File: src/rtl/knight_rider_pkg.sv
// ============================================================================
// Module   : knight_rider_pkg
// Brief    : Shared constants, FSM state type and ring-index-to-LED fold.
// Revision : 1.0 - initial release
// ============================================================================
`timescale 1ns/1ps
`default_nettype none

package knight_rider_pkg;

   localparam int N_LED  = 8;
   localparam int N_RING = 2*N_LED - 2;

   typedef enum logic [1:0] {
      SEARCH = 2'd0,
      VERIFY = 2'd1,
      LOCKED = 2'd2
   } state_t;

   // Up-sweep indices map straight through; the down-sweep mirrors back.
   function automatic int fold_idx(input int idx, input int n_led);
      return (idx < n_led) ? idx : (2*n_led - 2 - idx);
   endfunction

endpackage

`default_nettype wire

File: src/rtl/kr_onehot_enc.sv
// ============================================================================
// Module   : kr_onehot_enc
// Brief    : One-hot to binary index encoder with exact-one-hot valid flag.
// Revision : 1.0 - initial release
// ============================================================================
`timescale 1ns/1ps
`default_nettype none

module kr_onehot_enc #(
   parameter int N = 14,
   parameter int W = $clog2(N)
) (
   input  logic [N-1:0] i_vec,
   output logic [W-1:0] o_idx,
   output logic         o_valid
);

   // OR-reduction of set positions; only meaningful when o_valid is high.
   always_comb begin
      o_idx = '0;
      for (int k = 0; k < N; k++) begin
         if (i_vec[k]) o_idx = o_idx | W'(k);
      end
   end

   assign o_valid = $onehot(i_vec);

endmodule

`default_nettype wire

File: src/rtl/knight_rider_decoder.sv
// ============================================================================
// Module   : knight_rider_decoder
// Brief    : Locks onto the 14-stage one-hot ring and folds it to the 8-LED
//            bounce pattern; error counter present when KNIGHT_RIDER_ERR_CNT_EN
//            is defined, otherwise err_cnt_o is tied to zero.
// Revision : 1.0 - initial release
// ============================================================================
`timescale 1ns/1ps
`default_nettype none

module knight_rider_decoder #(
   parameter int N_LED    = knight_rider_pkg::N_LED,
   parameter int LOCK_CNT = 2,
   parameter int CNT_W    = 8
) (
   input  logic                     clk_i,
   input  logic                     sys_rst_i,
   input  logic                     enable_i,
   input  logic [2*N_LED-3:0]       counter_i,
   output logic [N_LED-1:0]         led_o,
   output logic [$clog2(N_LED)-1:0] pos_o,
   output logic                     dir_o,
   output logic                     locked_o,
   output logic                     err_o,
   output logic [CNT_W-1:0]         err_cnt_o
);
   import knight_rider_pkg::*;

   localparam int C_RING_LEN = 2*N_LED - 2;
   localparam int C_IDX_W    = $clog2(C_RING_LEN);
   localparam int C_POS_W    = $clog2(N_LED);
   localparam int C_RUN_W    = $clog2(LOCK_CNT + 1);

   state_t               r_state, w_state_nxt;
   logic [C_IDX_W-1:0]   r_exp_idx, w_exp_idx_nxt;
   logic [C_RUN_W-1:0]   r_run, w_run_nxt;
   logic [N_LED-1:0]     r_led, w_led_nxt;
   logic [C_POS_W-1:0]   r_pos, w_pos_nxt;
   logic                 r_dir, w_dir_nxt;
   logic                 r_err, w_err_nxt;

   logic [C_IDX_W-1:0]   w_idx, w_idx_inc;
   logic                 w_valid, w_match;
   logic [C_POS_W-1:0]   w_smp_pos;
   logic [N_LED-1:0]     w_smp_led;
   logic                 w_smp_dir;
   logic [C_RUN_W-1:0]   w_run_inc;

   kr_onehot_enc #(
      .N (C_RING_LEN),
      .W (C_IDX_W)
   ) u_enc (
      .i_vec   (counter_i),
      .o_idx   (w_idx),
      .o_valid (w_valid)
   );

   assign w_idx_inc = (w_idx == C_IDX_W'(C_RING_LEN - 1)) ? '0 : w_idx + C_IDX_W'(1);
   assign w_match   = w_valid && (w_idx == r_exp_idx);
   assign w_smp_pos = C_POS_W'(fold_idx(int'(w_idx), N_LED));
   assign w_smp_led = {{(N_LED-1){1'b0}}, 1'b1} << w_smp_pos;
   assign w_smp_dir = (w_idx >= C_IDX_W'(N_LED));
   assign w_run_inc = r_run + C_RUN_W'(1);

   always_comb begin
      w_state_nxt   = r_state;
      w_exp_idx_nxt = r_exp_idx;
      w_run_nxt     = r_run;
      w_led_nxt     = r_led;
      w_pos_nxt     = r_pos;
      w_dir_nxt     = r_dir;
      w_err_nxt     = 1'b0;
      if (enable_i) begin
         case (r_state)
            SEARCH: begin
               if (w_valid) begin
                  w_exp_idx_nxt = w_idx_inc;
                  w_run_nxt     = '0;
                  w_state_nxt   = VERIFY;
               end
            end
            VERIFY: begin
               if (w_match) begin
                  w_exp_idx_nxt = w_idx_inc;
                  w_run_nxt     = w_run_inc;
                  if (w_run_inc == C_RUN_W'(LOCK_CNT)) begin
                     w_state_nxt = LOCKED;
                     w_led_nxt   = w_smp_led;
                     w_pos_nxt   = w_smp_pos;
                     w_dir_nxt   = w_smp_dir;
                  end
               end else begin
                  w_state_nxt = SEARCH;
               end
            end
            LOCKED: begin
               if (w_match) begin
                  w_exp_idx_nxt = w_idx_inc;
                  w_led_nxt     = w_smp_led;
                  w_pos_nxt     = w_smp_pos;
                  w_dir_nxt     = w_smp_dir;
               end else begin
                  // The breaking sample is discarded, not used as a new seed.
                  w_err_nxt   = 1'b1;
                  w_state_nxt = SEARCH;
                  w_run_nxt   = '0;
                  w_led_nxt   = '0;
                  w_pos_nxt   = '0;
                  w_dir_nxt   = 1'b0;
               end
            end
            default: w_state_nxt = SEARCH;
         endcase
      end
   end

   always_ff @(posedge clk_i or posedge sys_rst_i) begin
      if (sys_rst_i) begin
         r_state   <= SEARCH;
         r_exp_idx <= '0;
         r_run     <= '0;
         r_led     <= '0;
         r_pos     <= '0;
         r_dir     <= 1'b0;
         r_err     <= 1'b0;
      end else begin
         r_state   <= w_state_nxt;
         r_exp_idx <= w_exp_idx_nxt;
         r_run     <= w_run_nxt;
         r_led     <= w_led_nxt;
         r_pos     <= w_pos_nxt;
         r_dir     <= w_dir_nxt;
         r_err     <= w_err_nxt;
      end
   end

`ifdef KNIGHT_RIDER_ERR_CNT_EN
   logic [CNT_W-1:0] r_err_cnt;

   always_ff @(posedge clk_i or posedge sys_rst_i) begin
      if (sys_rst_i) begin
         r_err_cnt <= '0;
      end else if (w_err_nxt && (r_err_cnt != {CNT_W{1'b1}})) begin
         r_err_cnt <= r_err_cnt + CNT_W'(1);
      end
   end

   assign err_cnt_o = r_err_cnt;
`else
   assign err_cnt_o = {CNT_W{1'b0}};
`endif

   assign led_o    = r_led;
   assign pos_o    = r_pos;
   assign dir_o    = r_dir;
   assign locked_o = (r_state == LOCKED);
   assign err_o    = r_err;

endmodule

`default_nettype wire

File: config.mk
export PLATFORM = sky130hd
export DESIGN_NAME = knight_rider_decoder
export DESIGN_NICKNAME = d
export VERILOG_FILES = /design/src/rtl/knight_rider_pkg.sv /design/src/rtl/kr_onehot_enc.sv /design/src/rtl/knight_rider_decoder.sv
export SDC_FILE = /design/constraint.sdc
export NUM_CORES = 1
export LEC_CHECK = 0
export CAP_MARGIN = 15
export CORE_MARGIN = 2
export CORE_UTILIZATION = 45
export DETAILED_ROUTE_END_ITERATION = 7
export GPL_ROUTABILITY_DRIVEN = 0
export GPL_TIMING_DRIVEN = 1
export PLACE_DENSITY = 0.72
export SYNTH_ARGS = -nofsm -noshare
export SYNTH_HDL_FRONTEND = slang
export SYNTH_SLANG_ARGS = --single-unit
File: constraint.sdc
create_clock -name clk_i -period 6.8 [get_ports clk_i]
set_clock_uncertainty 0.15 [all_clocks]
set_input_delay 0.68 -clock clk_i [delete_from_list [all_inputs] [get_ports clk_i]]
set_output_delay 0.68 -clock clk_i [all_outputs]
set_load 0.02 [all_outputs]
==> flow_summary.ini, run 1 <==
[status]
status = completed

[clocking]
clockRootBuffer = clkbuf_8
clk_latency_ns = 0.26
h-tree-depth = 1
clk_pin_slew_ns = 0.08
cts_inserted_buffers = 3
cts.sinks = 21
cts_hold_buf = 0
cts_tree = done
cts_resized = 0
clock_path_buffers = 2
post-cts-setup-buffers = 0

[sta]
worst_slew_pin_slew_ns = 0.797
final-setup-viol-count = 0
hold_viol_final = 0
period_minus_slack_ns = 5.37
slew_viol_final = 0
rsz0062_at_grt = no
slew_headroom_pct = 46.8
hold_ws_ns = 0.330
setup_slack_ns = 1.43
tns_ns = 0
fmax_ghz = 0.186
min_period_over_period_pct = 78.9

[worst_setup_path]
crit_required_ns = 6.80
end_kind = register
critPathArrivalTime_ns = 5.36
startpoint_type = input port
rrSetupSlack_ns = 4.53
cp_max_fo = 4
crit_type = input port to register
r2r_cells = 6

[logic_synthesis]
synth-edff-count = 0
yosysWarningCount = 0
muxShareOfSynthArea_pct = 4.14
synth.area.top_cells = dfrtp_1 28%, ha_1 13%, fa_1 11%
synth_top_family_by_area = adder cells
yosysMostFrequentCell = inv_1
yosysTopAreaCell = dfrtp_1
yosys.area_share.adder_pct = 24.0
synth-main-ff-cell = dfrtp_1
ys_top_cells_by_count = 34 x inv_1, 21 x dfrtp_1, 20 x ha_1
synth_seq_cells = 21
ys_seq_area_share_pct = 28.0
async_flop_share_pct = 100
synth_xor_area_share_pct = 3.67
synth.top_cell.area_share_pct = 28.0
post_synth_and_or_nand_nor_area_fraction_pct = 14.1
syn-instance-count = 184
yosysUniqueCellTypes = 49
syn_area_um2 = 1880
avgSynthCellArea_um2 = 10.2
synth-compound-area-share_pct = 14.9

[finish]
fin_util_pct = 56.1
drive_above_1_share_pct = 8.84
area_delta_synth_final_pct = 19.5
insertedDiodeCount = 0
fill_cells = 353
final_nets = 263

[floorplanning]
initial_core_util_pct = 46.9
core_um2 = 4000
row_count = 23
fp.dieH_um = 68.6
ios = 39
die_x_um = 68.6
dieArea_um2 = 4700

[place]
io_buffers = 30
dp_hpwl_um = 2840
dp_worst_setup_slack_ns = 1.11

[drt]
wl_met2_um = 1700
vias = 1348
ant_nets = 0
dr.pass1.iters = 4
wl_met1_um = 1720
route.detailed.drc = 0
met3WireLength_um = 113
wirelength_um = 3530
detail_route.wl_per_cell_um = 13.3
drtIter0Drc = 45
top_layer = met3
viasPerCell = 5.09

[worst_hold_path]
hold_class = register to register
holdPathStages = 1

[global_route]
grt_pass1_vias = 1294
grt_pass1_wl_um = 5890
antenna_found_initial = 0
track_usage_pct = 16.7
grt_start_max_net_pins = 22
grt.overflow.total = 0

[power]
total_power_uw = 463
ir_drop_mv = 0.135
power_per_cell_area_nw_per_um2 = 206
power.static_leakage_uw = 0.00106

[run]
drv_cap = 0
==> final timing paths <==
check                                    from            to
min in group asynchronous           sys_rst_i    r_state[0]
max in group asynchronous           sys_rst_i      pos_o[1]
worst min register to register       pos_o[2]      pos_o[2]
worst max-delay path            counter_i[13]  r_exp_idx[0]
worst max register to register     r_state[1]  r_exp_idx[0]
worst min-delay path                 pos_o[2]      pos_o[2]
==> layout make-up <==
class	instances	area (µm²)	area share [%]
flip-flops and latches	21	526	23.4
well taps	50	62.6	2.79
clock inverters	1	5.00	0.223
repair buffers	30	300	13.4
multi-input cells	125	1170	52.2
inverters	35	136	6.08
clock buffers	3	41.3	1.84
==> placed cells by master (no fill, tap or decap), types with 2 or more instances in the layout <==
master	count
mux2_2	3
dfrtp_1	21
clkdlybuf4s50_1	30
nor4_4	2
nor2_1	5
nand2_1	4
nor3_1	4
and3_1	3
nor4_1	2
ha_1	20
xnor2_1	4
a22o_1	10
nand3_1	2
mux2_1	3
a32o_1	2
xor2_1	2
a211o_1	3
clkbuf_8	3
fa_1	10
inv_1	34
nand4_1	2
conb_1	8
a21o_1	3
a21oi_1	8
a211oi_2	2
o21ai_0	2
==> critical path: stages <==
cell	delay, ns
clkdlybuf4s50_1	0.66
ha_1	0.21
inv_1	0.05
fa_1	0.49
fa_1	0.44
fa_1	0.55
inv_1	0.04
ha_1	0.19
fa_1	0.37
xor2_1	0.24
nand3_1	0.18
or4b_1	0.51
nor4b_2	0.23
o21a_2	0.21
mux2_1	0.32
==> registers in the layout, summed over array words and instances, names as in the netlist <==
name       count
r_state        2
r_run          2
led_o          8
pos_o          3
r_exp_idx      4
dir_o          1
err_o          1
==> cell families after synthesis <==
group | count (synthesis)
AO/OA/AOI/OAI | 36
XOR/XNOR | 7
adder cells (fa/ha/maj) | 30
buffers and inverters | 45
flip-flops | 21
multiplexers | 7
other | 1
AND/OR/NAND/NOR | 37
==> per-layer routing <==
layer	GRT usage, %	vias up
met5	0	-
met4	3.50	0
met3	3.57	0
met2	26.3	27
met1	23.7	637
li1	-	684
==> metrics by stage <==
step / area [µm²] / cells
after floorplan: 1900 / 191
after global placement: 2200 / 261
after detailed placement: 2200 / 261
after CTS: 2240 / 265
after global routing: 2240 / 265
final: 2240 / 265
==> where the power goes <==
part	internal [µW]	switching (µW)	leakage, µW	total (µW)
clock	40.8	41.2	0.0000255	82.1
sequential	140	12.8	0.000288	153
combinational	104	124	0.000743	228
(Power assumes the default switching activity.)
==> run 2: changes to the inputs <==
Settings changed: PLACE_DENSITY 0.72 to 0.74.
Clock period 6.8 ns to 4.4 ns, I/O delays scaled along.
==> run 2 against run 1 <==
  * The run now ends with negative setup slack left
  * Worst hold slack hardly changed
  * Non-clock buffer count increased by 20
  * Final area grew 14%
  * Worst setup slack got worse by 1.5 ns
  * Sequential power grew 56%
  * Utilization grew 7.9 points
  * Sequential share of layout area down 2.9 points
  * Largest power group unchanged
  * Highest routed layer is now met4
==> flow_summary.ini, run 2 (same netlist as run 1, synthesis figures left out) <==
[sta]
hold_ws_ns = 0.330
setup_slack_ns = -0.0522
hold_viol_final = 0
rsz0062_at_grt = yes
period_minus_slack_ns = 4.45
worst_slew_pin_slew_ns = 0.816
slew_headroom_pct = 45.5
tns_ns = -0.211
final-setup-viol-count = 7
min_period_over_period_pct = 101
fmax_ghz = 0.225
slew_viol_final = 0

[finish]
drive_above_1_share_pct = 37.9
final_cell_mix = 21 x dfrtp_1, 19 x buf_4, 18 x clkdlybuf4s50_1
multi_input_area_um2 = 1340
seq_area_um2 = 526
largest_reg_flops = 8
insertedDiodeCount = 0
fill_cells = 321
final_common_cell = dfrtp_1
final_nets = 283
area_delta_synth_final_pct = 36.4

[drt]
dr.pass1.iters = 4
drtIter0Drc = 36
ant_nets = 0
vias = 1453
viasPerCell = 5.10
route.detailed.drc = 0
wirelength_um = 3900
detail_route.wl_per_cell_um = 13.7

[global_route]
antenna_found_initial = 0
grt_pass1_wl_um = 6490
grt.overflow.total = 0
grt_pass1_vias = 1440
grt_start_max_net_pins = 22
track_usage_pct = 18.3

[floorplanning]
fp.dieH_um = 68.6
initial_core_util_pct = 46.9
ios = 39
die_x_um = 68.6
row_count = 23
dieArea_um2 = 4700
core_um2 = 4000

[worst_hold_path]
hold_class = register to register

[worst_setup_path]
cp_max_fo = 5
startpoint_type = input port
rrSetupSlack_ns = 2.12
crit_type = input port to register
critPathArrivalTime_ns = 4.51
crit_required_ns = 4.45
end_kind = register

[power]
switching_share_pct = 38.5
seqPwrFrac_pct = 27.2
pwr-share-comb_pct = 58.3
ir_drop_mv = 0.167
power_per_cell_area_nw_per_um2 = 342
switching_power_uw = 337
power.static_leakage_uw = 0.00116
clkPwrFrac_pct = 14.5
intPower_uw = 538

[clocking]
cts_tree = done
clockRootBuffer = clkbuf_8
cts.sinks = 21
cts_hold_buf = 0
cts_inserted_buffers = 3
clock_path_buffers = 2
h-tree-depth = 1
clk_pin_slew_ns = 0.07
clk_latency_ns = 0.26

[status]
violations = negative setup slack
status = finished, violations left

[place]
dp_hpwl_um = 3080
dp_worst_setup_slack_ns = -0.903
io_buffers = 30

[run]
drv_cap = 0
==> run 2: worst paths after layout <==
kind,from,endpoint,cells past startpoint
max,counter_i[13],led_o[7],18
min,pos_o[2],pos_o[2],1
max reg2reg,r_state[1],r_exp_idx[1],6
min reg2reg,pos_o[2],pos_o[2],1
max in group asynchronous,sys_rst_i,pos_o[1],2
min in group asynchronous,sys_rst_i,err_o,2
==> run 2: layout make-up <==
type,instances,area share [%]
multi-input combinational,125,52.4
sequential,21,20.5
timing repair buffer,50,17.3
inverter,35,5.53
tap,50,2.45
clock buffer,4,1.76
==> run 2: power groups by stage <==
stage	combinational, µW	clock [µW]	sequential [µW]
after floorplan	280	0	249
after global placement	426	0	240
after detailed placement	437	0	240
after CTS	454	131	236
final	510	127	238
after global routing	559	141	242
==> run 2: timing repair <==
item | in CTS | in global routing
setup buffers | 3 | 1
resized for setup | 69 | 14
endpoints found under the setup margin | 21 | 21
pin swaps | 19 | 11
==> run 2: per-stage QoR <==
stage          area, µm²  utilization [%]  std cells  power [µW]
4_1_cts             2500             62.4        284         821
3_3_place_gp        2420             60.6        277         666
2_1_floorplan       2010                -        191         530
6_report            2560             63.9        285         875
3_5_place_dp        2420             60.6        277         678
5_1_grt             2560             63.9        285         943
==> run 2: worst max-delay path, stage by stage <==
cell and delay, ns:
buf_2 0.12, ha_4 0.26, inv_2 0.03, fa_1 0.53, inv_2 0.05, fa_2 0.35, inv_2 0.07, fa_1 0.38
inv_1 0.07, ha_2 0.16, fa_2 0.45, buf_6 0.14, nor4b_2 0.26, nand4_1 0.14, a2111o_1 0.56, a211oi_2 0.22
buf_4 0.16, a22o_1 0.12
==> run 2: metal layers <==
layer / GRT usage [%] / vias up / wire length, µm
met5: 0 / - / 0
met4: 3.00 / 0 / 11
met3: 3.41 / 2 / 94
met2: 30.4 / 28 / 1970
met1: 25.3 / 700 / 1830
li1: - / 723 / -
